<file path="src/rtl/ram_to_avmm_master.sv">
// Avalon-MM write master: streams a block of words from a synchronous RAM to an Avalon slave.
// Optional waitrequest timeout enabled by defining RAM_TO_AVMM_TIMEOUT_EN.
module ram_to_avmm_master #(
   parameter int unsigned AW  = 12,
   parameter int unsigned DW  = 32,
   parameter int unsigned PL  = 2,
   parameter int unsigned BAW = 32
) (
   input  logic              clk,
   input  logic              reset,
   input  logic              start,
   input  logic [AW-1:0]     src_addr,
   input  logic [BAW-1:0]    dst_addr,
   input  logic [AW:0]       len,
   output logic              busy,
   output logic              done,
   output logic              err,
   output logic              mem_rden,
   output logic [AW-1:0]     mem_address,
   input  logic [DW-1:0]     mem_q,
   output logic [BAW-1:0]    avm_address,
   output logic              avm_write,
   output logic [DW-1:0]     avm_writedata,
   output logic [DW/8-1:0]   avm_byteenable,
   input  logic              avm_waitrequest
);
   localparam int unsigned DEPTH = PL + 2;
   localparam int unsigned PW    = $clog2(DEPTH);
   localparam int unsigned CW    = $clog2(DEPTH + 1);
   localparam int unsigned BE    = DW / 8;

   typedef enum logic [1:0] {IDLE, RUN, FIN} state_t;
   state_t state;

   logic [AW:0]   len_q, issued, accepted, accepted_nx;
   logic [PL-1:0] vld;
   logic [DW-1:0] fifo [DEPTH];
   logic [PW-1:0] rd_ptr, wr_ptr, rd_ptr_nx;
   logic [CW-1:0] count, count_nx, after_pop;
   logic [DW-1:0] head_nx;
   logic          push, pop, timeout, done_run, rden_nx;

   function automatic logic [PW-1:0] ptr_inc(input logic [PW-1:0] p);
      return (p == PW'(DEPTH - 1)) ? '0 : p + PW'(1);
   endfunction

`ifdef RAM_TO_AVMM_TIMEOUT_EN
   logic [7:0] stall_cnt;
   always_ff @(posedge clk or posedge reset) begin
      if (reset)                             stall_cnt <= '0;
      else if (state != RUN || pop)          stall_cnt <= '0;
      else if (avm_write && avm_waitrequest) stall_cnt <= stall_cnt + 8'd1;
   end
   // Fires on the edge where the stall count reaches 255.
   assign timeout = avm_write && avm_waitrequest && (stall_cnt == 8'd254);
`else
   assign timeout = 1'b0;
`endif

   // Next-cycle FIFO view; issued counts the read in flight this cycle, so
   // issued - accepted is the total credit in use (RAM pipe + FIFO).
   always_comb begin
      push        = vld[PL-1];
      pop         = avm_write && !avm_waitrequest;
      accepted_nx = accepted + (AW+1)'(pop);
      after_pop   = count - CW'(pop);
      count_nx    = after_pop + CW'(push);
      rd_ptr_nx   = pop ? ptr_inc(rd_ptr) : rd_ptr;
      head_nx     = (after_pop == '0) ? mem_q : fifo[rd_ptr_nx];
      done_run    = (accepted_nx == len_q) || timeout;
      rden_nx     = (issued < len_q) && ((issued - accepted_nx) < (AW+1)'(DEPTH));
   end

   always_ff @(posedge clk) begin
      if (push) fifo[wr_ptr] <= mem_q;
   end

   always_ff @(posedge clk or posedge reset) begin
      if (reset) begin
         state          <= IDLE;
         busy           <= 1'b0;
         done           <= 1'b0;
         err            <= 1'b0;
         mem_rden       <= 1'b0;
         mem_address    <= '0;
         avm_address    <= '0;
         avm_write      <= 1'b0;
         avm_writedata  <= '0;
         avm_byteenable <= '0;
         len_q          <= '0;
         issued         <= '0;
         accepted       <= '0;
         vld            <= '0;
         rd_ptr         <= '0;
         wr_ptr         <= '0;
         count          <= '0;
      end else begin
         done           <= 1'b0;
         err            <= 1'b0;
         mem_rden       <= 1'b0;
         avm_write      <= 1'b0;
         avm_byteenable <= '0;
         case (state)
            IDLE: begin
               if (start) begin
                  len_q       <= len;
                  issued      <= '0;
                  accepted    <= '0;
                  avm_address <= dst_addr;
                  mem_address <= src_addr;
                  if (len == '0) begin
                     state <= FIN;
                     done  <= 1'b1;
                  end else begin
                     state    <= RUN;
                     busy     <= 1'b1;
                     mem_rden <= 1'b1;
                     issued   <= (AW+1)'(1);
                  end
               end
            end
            RUN: begin
               vld      <= PL'({vld, mem_rden});
               count    <= count_nx;
               rd_ptr   <= rd_ptr_nx;
               accepted <= accepted_nx;
               if (push) wr_ptr <= ptr_inc(wr_ptr);
               if (pop)  avm_address <= avm_address + BAW'(BE);
               if (done_run) begin
                  // Normal completion leaves pipe and FIFO empty; timeout discards them.
                  state  <= FIN;
                  busy   <= 1'b0;
                  done   <= 1'b1;
                  err    <= timeout;
                  vld    <= '0;
                  count  <= '0;
                  rd_ptr <= '0;
                  wr_ptr <= '0;
               end else begin
                  if (rden_nx) begin
                     mem_rden    <= 1'b1;
                     mem_address <= mem_address + AW'(1);
                     issued      <= issued + (AW+1)'(1);
                  end
                  if (count_nx != '0) begin
                     avm_write      <= 1'b1;
                     avm_byteenable <= '1;
                     avm_writedata  <= head_nx;
                  end
               end
            end
            FIN:     state <= IDLE;
            default: state <= IDLE;
         endcase
      end
   end
endmodule

</file>
<file path="config.mk">
export PLATFORM = sky130hd
export DESIGN_NAME = ram_to_avmm_master
export DESIGN_NICKNAME = d
export VERILOG_FILES = /design/src/rtl/ram_to_avmm_master.sv
export SDC_FILE = /design/constraint.sdc
export NUM_CORES = 1
export LEC_CHECK = 0
export ABC_AREA = 1
export CORE_MARGIN = 1.5
export CORE_UTILIZATION = 31
export CTS_CLUSTER_SIZE = 28
export DETAILED_ROUTE_END_ITERATION = 7
export GPL_ROUTABILITY_DRIVEN = 0
export PLACE_DENSITY_LB_ADDON = 0.2
export SYNTH_ARGS = -nofsm -noshare
export SYNTH_HDL_FRONTEND = slang
export SYNTH_SLANG_ARGS = --single-unit
export TNS_END_PERCENT = 100
</file>
<file path="constraint.sdc">
create_clock -name clk -period 4.1 [get_ports clk]
set_clock_uncertainty 0.2 [all_clocks]
set_input_delay 0.82 -clock clk [delete_from_list [all_inputs] [get_ports clk]]
set_output_delay 0.82 -clock clk [all_outputs]
set_load 0.01 [all_outputs]
</file>
==> out/metrics.yaml <==
post-route-drc-count: 0
drt-pass1-iter-count: 7
clock-root-buffer: "clkbuf_16"
die_h_um: 211
hpwl_mm: 26.7
power_density_mw_per_mm2: 763
drive_gt1_frac: 0.0782
crit_slowest_cell: "clkdlybuf4s50_1"
post-route-min-period_ns: 3.71
crit_family: "simple AND/OR/NAND/NOR gates"
cts_tree: "yes"
placementRows: 76
worstPathArrival_ns: 3.95
coreArea_sq_mm: 0.0429
cts-buffers-inserted: 30
die_area_sq_mm: 0.0446
max-cap-violations: 0
initial_utilization: 0.313
synthesis.nets: 1684
rsz0062_at_grt: "no"
multi_input_area_sq_mm: 0.00542
finalNonFillerCells: 2363
final_hold_viol_count: 0
synth.distinct_cells: 48
portBuffers: 176
clk_path_buf_depth: 3
synth-edff-count: 128
finalSetupViolations: 0
synth.top_cell.area_share: 0.286
synth.most_common_cell: "nand2_1"
slew_viol_final: 0
grt_pass1_wl_mm: 61.1
critPathCaptureType: "flip-flop"
yosys-top-cells-area: "edfxtp_1 (29%), dfrtp_1 (24%), nand2_1 (10%), o21ai_0 (6.5%), nor2_1 (5.0%)"
via_per_inst: 4.80
route.vias.total: 11300
path_common_cell: "nand2_1"
hp-class: "flip-flop to flip-flop"
start_kind: "input port"
place_ws_ns: -0.230
cts-resized-gates: 0
seqCellArea_sq_mm: 0.00710
grt.total_usage: 0.172
synth-seq-cells: 258
fmax_ghz: 0.270
nets: 1878
seq_area_frac_synth: 0.528
maxSlewHeadroom: 0.443
critPathRequiredTime_ns: 4.35
crit_type: "input port to flip-flop"
max-vdd-ir-drop_uv: 367
boundaryPins: 178
fin_util: 0.400
netlist_area_sq_mm: 0.0134
p_leak_nw: 7.18
path_cells: "clkdlybuf4s50_1, nor2_1, ha_1, nand2_1, nor2_8, nand3_1, nand2_1, nand2_1, ha_1, nand3_1, buf_4, nor2_1, nand2_1, nand2_1, nand2_1, nand2_1, nand3_1, nor2_2, nand2_4, buf_12, nand3_1, nand2_1"
yosysTopAreaCell: "edfxtp_1"
synthTopCellsByCount: "nand2_1 (357), nor2_1 (178), o21ai_0 (174), inv_1 (169), dfrtp_1 (130)"
synthCells: 1559
insertion_delay_ns: 0.59
ys_warn_count: 0
post-route-period-util: 0.904
drt_wl_total_mm: 38.3
cts_num_sinks: 258
post_drt_wl_per_cell_um: 16.2
status: "finished, final reports clean"
areaGrowthSynthToFinish_pct: 27.8
fillers: 4311
die_w_um: 211
post_synth.cell_area_avg_sq_um: 8.61
ctsHtreeMaxLevel: 1
critPathMaxFanout: 12
cp_slowest_stage_delay_ns: 0.40
clk_pin_slew_worst_paths_ns: 0.06
crit_buf_inv: 3
tightest_slew_ns: 0.835
ant_nets: 0
antenna_found_initial: 2
async_reset_ff_frac: 0.504
grt_max_degree: 71
cts_setup_buffers: 0
dp.cells: 2306
drt_iter0_markers: 669
synth_top_flop_cell: "dfrtp_1"
gr-total-overflow: 0
grt_pass1_vias: 11100
postCtsHoldBufs: 0
setup_ws_ns: 0.395
==> metrics by stage <==
| step | cell area, sq um | TNS [ns] | hold slack (ns) | total power, mW |
|---|---|---|---|---|
| final | 17200 | 0 | 0.289 | 13.1 |
| after global routing | 17200 | 0 | 0.336 | 14.2 |
| after CTS | 17200 | 0 | 0.288 | 13.3 |
| after detailed placement | 16200 | -5.69 | 0.271 | 10.6 |
| after global placement | 16200 | -5.47 | 0.264 | 10.6 |
| after floorplan | 13400 | 0 | 0.273 | 8.06 |
==> worst paths after layout <==
kind | from | slack, ns | depth (start not counted) | end
max in group asynchronous | reset | 2.53 | 3 | mem_address[4]$_DFFE_PP0P_
min reg2reg | avm_address[0]$_DFFE_PP0P_ | 0.29 | 2 | avm_address[0]$_DFFE_PP0P_
min | avm_address[0]$_DFFE_PP0P_ | 0.29 | 2 | avm_address[0]$_DFFE_PP0P_
max reg2reg | avm_byteenable[2]$_DFF_PP0_ | 0.61 | 22 | mem_address[2]$_DFFE_PP0P_
max | avm_waitrequest | 0.39 | 22 | mem_address[2]$_DFFE_PP0P_
min in group asynchronous | reset | 0.44 | 2 | avm_address[20]$_DFFE_PP0P_
==> area by class of cell <==
type                    count  area share
multi-input cells        1059       0.316
clock inverters            15     0.00649
inverters                 171      0.0376
clock buffers              41      0.0490
flip-flops and latches    258       0.413
diodes                      1    0.000146
repair buffers            233       0.135
well taps                 585      0.0426
==> placed cells by master (no fill, tap or decap), types with 3 or more instances in the layout <==
cell,instances
or2_2,7
nor2_1,176
buf_12,10
nor2_4,4
buf_4,47
edfxtp_1,128
xnor2_1,6
clkinvlp_4,4
nor4_1,14
nand4_1,14
o21ai_4,3
a31oi_1,7
nor3_1,14
clkbuf_1,6
o211ai_1,6
o21ai_0,171
clkinv_1,4
clkbuf_16,30
nand2_2,8
ha_1,32
a21oi_1,25
nand2_1,357
clkbuf_8,5
o32a_1,32
clkdlybuf4s50_1,176
nor2_2,3
dfrtp_1,130
xor2_1,21
o22ai_1,25
nand3_1,113
inv_1,167
clkinv_2,6
==> flip-flops by register name (all words and copies together) (netlist names) <==
signal,flops
issued,13
len_q,13
busy,1
vld,2
avm_byteenable,1
done,1
avm_writedata,32
accepted,13
rd_ptr,2
mem_rden,1
state,2
wr_ptr,2
count,3
fifo,128
mem_address,12
avm_address,32
==> cells by family after synthesis <==
family,Yosys count,synth area share
other,1,0.000279
buffers and inverters,242,0.0723
XOR/XNOR,28,0.0193
AND/OR/NAND/NOR,719,0.227
flip-flops,258,0.528
adder cells (fa/ha/maj),32,0.0298
AO/OA/AOI/OAI,279,0.123
==> where the power goes <==
| part | internal, mW | switching, mW |
|---|---|---|
| logic | 2.64 | 3.85 |
| clock network | 1.45 | 1.13 |
| registers | 3.45 | 0.574 |
==> worst register-to-register path, stage by stage (launching register included) <==
cell,delay [ns]
dfrtp_1,0.42
inv_1,0.06
nor2_1,0.30
ha_1,0.25
nand2_1,0.13
nor2_8,0.15
nand3_1,0.09
nand2_1,0.09
nand2_1,0.09
ha_1,0.36
nand3_1,0.12
buf_4,0.16
nor2_1,0.09
nand2_1,0.08
nand2_1,0.06
nand2_1,0.04
nand2_1,0.05
nand3_1,0.08
nor2_2,0.14
nand2_4,0.12
buf_12,0.16
nand3_1,0.07
nand2_1,0.07
==> per-layer routing <==
metal,vias to the layer above,GRT usage,wire length (um)
met4,2,0.0382,656
li1,5626,-,-
met5,-,0,11
met2,235,0.293,18800
met1,5431,0.231,17200
met3,42,0.0269,1680
Power figures use the tool's default switching activity.
